--- src/rtl/usb_rx_pkg.sv ---
// Shared types and constants for the USB receive path.
package usb_rx_pkg;

  typedef enum logic [1:0] {
    IDLE  = 2'd0,
    RUN   = 2'd1,
    STUFF = 2'd2,
    ERR   = 2'd3
  } unstuff_state_t;

  localparam int USB_STUFF_RUN = 6;
  localparam int USB_BYTE_BITS = 8;

endpackage

--- src/rtl/rx_shift_reg.sv ---
// LSB-first receive shift register: new bits enter at the MSB and move right.
module rx_shift_reg #(
  parameter int WIDTH = 8
) (
  input  logic             clk,
  input  logic             n_rst,
  input  logic             clear,
  input  logic             shift_en,
  input  logic             bit_in,
  output logic [WIDTH-1:0] data,
  output logic [WIDTH-1:0] data_next
);

  // data_next lets the owner capture a completed byte on the same edge it shifts in
  assign data_next = {bit_in, data[WIDTH-1:1]};

  always_ff @(posedge clk or negedge n_rst) begin
    if (!n_rst) begin
      data <= '0;
    end else if (clear) begin
      data <= '0;
    end else if (shift_en) begin
      data <= data_next;
    end
  end

endmodule

--- src/rtl/rx_nrzi_unstuff.sv ---
// USB RX bit stage: samples D+/D- on the bit-timer strobe, NRZI-decodes,
// removes stuffed zeros, flags SE0 and assembles LSB-first bytes.
//
// state | meaning
// IDLE  | no packet bits seen since rcving rose
// RUN   | decoding and shifting data bits
// STUFF | a run of ones just ended; the next bit must be a stuffed 0
// ERR   | stuffing violation; strobes ignored until rcving drops
module rx_nrzi_unstuff
  import usb_rx_pkg::*;
#(
  parameter int DATA_BITS = USB_BYTE_BITS,
  parameter int STUFF_RUN = USB_STUFF_RUN
) (
  input  logic                 clk,
  input  logic                 n_rst,
  input  logic                 d_plus_sync,
  input  logic                 d_minus_sync,
  input  logic                 shift_enable,
  input  logic                 rcving,
  output logic                 d_orig,
  output logic                 stuff_skip,
  output logic                 stuff_err,
  output logic                 eop,
  output logic [DATA_BITS-1:0] rx_data,
  output logic                 byte_valid
);

  localparam int ONES_W = $clog2(STUFF_RUN + 1);
  localparam int BIT_W  = (DATA_BITS > 1) ? $clog2(DATA_BITS) : 1;
  localparam logic [ONES_W-1:0] RUN_MAX  = ONES_W'(STUFF_RUN);
  localparam logic [BIT_W-1:0]  LAST_BIT = BIT_W'(DATA_BITS - 1);

  unstuff_state_t        state;
  logic                  prev_dp;
  logic [ONES_W-1:0]     ones_cnt;
  logic [ONES_W-1:0]     ones_next;
  logic [BIT_W-1:0]      bit_cnt;
  logic [DATA_BITS-1:0]  sr_data;
  logic [DATA_BITS-1:0]  sr_next;
  logic                  se0;
  logic                  dec_bit;
  logic                  sample;
  logic                  data_shift;

  assign se0     = ~d_plus_sync & ~d_minus_sync;
  assign dec_bit = (d_plus_sync == prev_dp);
  assign sample  = shift_enable & rcving & (state != ERR);
  // Stuffed bits and SE0 never reach the shift register
  assign data_shift = sample & ~se0 & ((state == IDLE) || (state == RUN));

  always_comb begin
    ones_next = '0;
    if (dec_bit) begin
      ones_next = (ones_cnt == RUN_MAX) ? ones_cnt : ones_cnt + ONES_W'(1);
    end
  end

  rx_shift_reg #(
    .WIDTH (DATA_BITS)
  ) u_shift_reg (
    .clk       (clk),
    .n_rst     (n_rst),
    .clear     (~rcving),
    .shift_en  (data_shift),
    .bit_in    (dec_bit),
    .data      (sr_data),
    .data_next (sr_next)
  );

  always_ff @(posedge clk or negedge n_rst) begin
    if (!n_rst) begin
      state      <= IDLE;
      prev_dp    <= 1'b1;
      ones_cnt   <= '0;
      bit_cnt    <= '0;
      d_orig     <= 1'b1;
      stuff_skip <= 1'b0;
      stuff_err  <= 1'b0;
      eop        <= 1'b0;
      rx_data    <= '0;
      byte_valid <= 1'b0;
    end else begin
      stuff_skip <= 1'b0;
      stuff_err  <= 1'b0;
      byte_valid <= 1'b0;
      if (!rcving) begin
        state    <= IDLE;
        prev_dp  <= 1'b1;
        ones_cnt <= '0;
        bit_cnt  <= '0;
        eop      <= 1'b0;
      end else if (sample) begin
        if (se0) begin
          eop <= 1'b1;
          if (state == IDLE) state <= RUN;
        end else begin
          eop     <= 1'b0;
          prev_dp <= d_plus_sync;
          d_orig  <= dec_bit;
          if (state == STUFF) begin
            if (dec_bit) begin
              stuff_err <= 1'b1;
              state     <= ERR;
            end else begin
              stuff_skip <= 1'b1;
              ones_cnt   <= '0;
              state      <= RUN;
            end
          end else begin
            ones_cnt <= ones_next;
            if (bit_cnt == LAST_BIT) begin
              bit_cnt    <= '0;
              rx_data    <= sr_next;
              byte_valid <= 1'b1;
            end else begin
              bit_cnt <= bit_cnt + BIT_W'(1);
            end
            state <= (ones_next == RUN_MAX) ? STUFF : RUN;
          end
        end
      end
    end
  end

endmodule

--- config.mk ---
export PLATFORM = sky130hd
export DESIGN_NAME = rx_nrzi_unstuff
export DESIGN_NICKNAME = d
export VERILOG_FILES = /design/src/rtl/usb_rx_pkg.sv /design/src/rtl/rx_shift_reg.sv /design/src/rtl/rx_nrzi_unstuff.sv
export SDC_FILE = /design/constraint.sdc
export NUM_CORES = 1
export LEC_CHECK = 0
export CAP_MARGIN = 20
export CELL_PAD_IN_SITES_DETAIL_PLACEMENT = 1
export CELL_PAD_IN_SITES_GLOBAL_PLACEMENT = 2
export CORE_ASPECT_RATIO = 1.75
export CORE_MARGIN = 4
export CORE_UTILIZATION = 37
export CTS_BUF_LIST = sky130_fd_sc_hd__clkbuf_8
export DETAILED_ROUTE_END_ITERATION = 7
export PLACE_DENSITY = 0.91
export SLEW_MARGIN = 25
export SYNTH_ARGS = -nofsm -noshare
export SYNTH_HDL_FRONTEND = slang
export SYNTH_SLANG_ARGS = --single-unit
--- constraint.sdc ---
create_clock -name clk -period 2.5 [get_ports clk]
set_input_delay 0.5 -clock clk [delete_from_list [all_inputs] [get_ports clk]]
set_output_delay 0.5 -clock clk [all_outputs]
set_load 0.02 [all_outputs]
==> run metrics <==
fin crit period=1.950 ns; TNS Setup=0 ns; Peak VDD IR=0.0002713 V; DP Cell Count=197; pin count of the biggest net entering global routing=30; cells after synthesis=132; post_cts resized=0; routability cong.=0.7759; WP data arrival=1.45 ns; number of library cell types mapped by synthesis=41; IO buf count=18; Power Density=571.2 nW/um^2; clk_lat worst skew=0.27 ns; global-route wire length before repair=5802 um; critical path fanouts, max=4; Crit-path slowest cell=clkdlybuf4s50_1; htree depth=2; clock tree sinks=29; startpoint types=flop; Initial Utilization=0.3915; Gate power share=0.099; Yosys warnings=0; DRC viols=0; post-synthesis sequential area ratio=0.5026; antenna violations before repair=0; FP Rows=29; CP Cell Sequence=clkdlybuf4s50_1; Post-Syn Nets=142; Top Ports=19; 1st-iter DRT viols=16; unrepaired setup endpoints after global routing=false; dominant synthesized flop cell=dfrtp_1; worst slew pin tran=0.5117 ns; core area=3701 sq um; root buffer cell=clkbuf_8; layout cells sized above 1=0.2013; leakage power=0.7896 nW; post-detail-place hpwl=2466 um; TritonCTS Buffers=5; n_diodes=0; NetSw=0.2466 mW; Max clock buf depth=2; HP Class=reg2reg; area leader, netlist=dfrtp_1; Pint=0.7747 mW; Final Setup Violations=0; sequential share of power=0.487; first drt pass iteration count=5; share of the synthesized area in the top cell type=0.4663; number of synthesized register bits=29; Area contributors post-synth=dfrtp_1 (47%), mux2_4 (8.3%), nand2_1 (5.7%); CP endpoint kind=output port; WP buf/inv=1; GRT Total Usage=0.1448; max cap viols=0; Reg clk slew, reported paths=0.06 ns; Top Metal Used=met4; detailed-route wire length per cell=15.92 um; Highest Clock Rate=0.5129 GHz; Slew headroom=0.6582; # hold bufs at CTS=0; die area=5021 sq um; nets@finish=168; Sw Ratio=0.2415; Post-Route WL=3263 um; total number of vias=1082; die height=90.78 um; Post-Syn Area per Cell=10.98 sq um; Vias/cell=5.278; Overflow after GRT=0; met2 WL post-DR=1809 um; most frequent cells in the layout=dfrtp_1 (27), nand2_1 (22), clkdlybuf4s50_1 (18); Met3 Routed Length=96 um; Finished Layout Cells=205; CTS tree=built; status=finished clean; antenna-violating nets left=0; commonest non-fill, non-tap cell in the layout=dfrtp_1; Filler cells=423; Async S/R FF share, synth=1.000; Die W=55.31 um; wire length on met1=1301 um; Clock Power Share=0.414; CP max stage delay=0.62 ns; Layout Skew=0.005363 ns; post-CTS setup buffers=0; final period utilization=0.7799; Top delay family on crit path=buffers and inverters; Layout area overhead=23.40%; number of global-route vias before repair=1219; final slew viol count=0; crit path kind=reg2out; Post-synth EDFFs=0; mapped cell area=1449 sq um; CP required=2.00 ns; Fin. Hold Viols=0
path summary, 6_finish.rpt:
| path | to | cells past startpoint | slack, ns | from |
|---|---|---|---|---|
| setup / recovery | d_orig | 1 | 0.55 | d_orig |
| hold / removal | eop | 2 | 0.50 | eop |
| setup reg to reg | state[0] | 6 | 0.55 | ones_cnt[0] |
| hold reg to reg | eop | 2 | 0.50 | eop |
| max in group asynchronous | d_orig | 2 | 1.57 | n_rst |
| min in group asynchronous | bit_cnt[1] | 2 | 0.61 | n_rst |
metal layers:
metal | global-route usage | vias to the layer above
met5 | 0 | -
met4 | 0.07099 | 0
met3 | 0.02718 | 4
met2 | 0.2599 | 20
met1 | 0.1586 | 544
li1 | - | 514
power groups by stage:
stage	Clock, mW	Combinational, mW	Sequential, mW
global placement	0	0.0987	0.504
finish	0.423	0.101	0.497
detailed placement	0	0.103	0.505
global route	0.464	0.113	0.499
floorplan	0	0.0546	0.505
CTS	0.438	0.103	0.497
cell families (layout without fill, tap and decap cells):
logic type,count (synthesis),in the layout,share of synthesized area
buffers and inverters,11,38,0.04663
muxes,8,8,0.08290
AOI/OAI and AO/OA,31,31,0.1485
xor gates and xnor gates,2,2,0.01209
adders and majority gates,4,4,0.03454
DFF,29,29,0.5026
and+or+nand+nor,47,47,0.1727
flip-flops by register name (all words and copies together), names as in the netlist:
| signal | cells |
|---|---|
| rx_data | 8 |
| u_shift_reg.data | 7 |
| bit_cnt | 3 |
| ones_cnt | 3 |
| state | 2 |
| byte_valid | 1 |
| d_orig | 1 |
| eop | 1 |
| prev_dp | 1 |
| stuff_err | 1 |
| stuff_skip | 1 |
synthesized netlist by cell type (2+ instances only):
library cell	number
a21oi_1	13
and2_4	2
buf_2	2
buf_4	2
dfrtp_1	27
dfstp_2	2
ha_1	4
inv_1	6
mux2_4	8
nand2_1	22
nand3_1	4
nor2_1	7
o21ai_0	4
or3b_1	2
through the flow:
| stage | hold WS (ns) | cell area (sq um) | total power, mW | util | worst slack, ns |
|---|---|---|---|---|---|
| 6_report | 0.5024 | 1788 | 1.021 | 0.4831 | 0.5503 |
| 5_1_grt | 0.5351 | 1788 | 1.076 | 0.4831 | 0.4171 |
| 4_1_cts | 0.5161 | 1788 | 1.038 | 0.4831 | 0.5239 |
| 3_5_place_dp | 0.4967 | 1687 | 0.6083 | 0.4557 | 0.2985 |
| 3_3_place_gp | 0.4840 | 1687 | 0.6027 | 0.4557 | 0.3480 |
| 2_1_floorplan | 0.2044 | 1449 | 0.5596 | - | 0.7725 |
area by class of cell:
cell class / count / area (sq um) / area share
clock buffer: 7 / 96.34 / 0.05388
clock inverter: 1 / 5.005 / 0.002799
inverter: 6 / 22.52 / 0.01260
multi-input combinational: 92 / 653.1 / 0.3653
sequential: 29 / 728.2 / 0.4073
tap: 46 / 57.56 / 0.03219
timing repair buffer: 24 / 225.2 / 0.1260
Note: power is estimated with default switching activity, not from simulation.
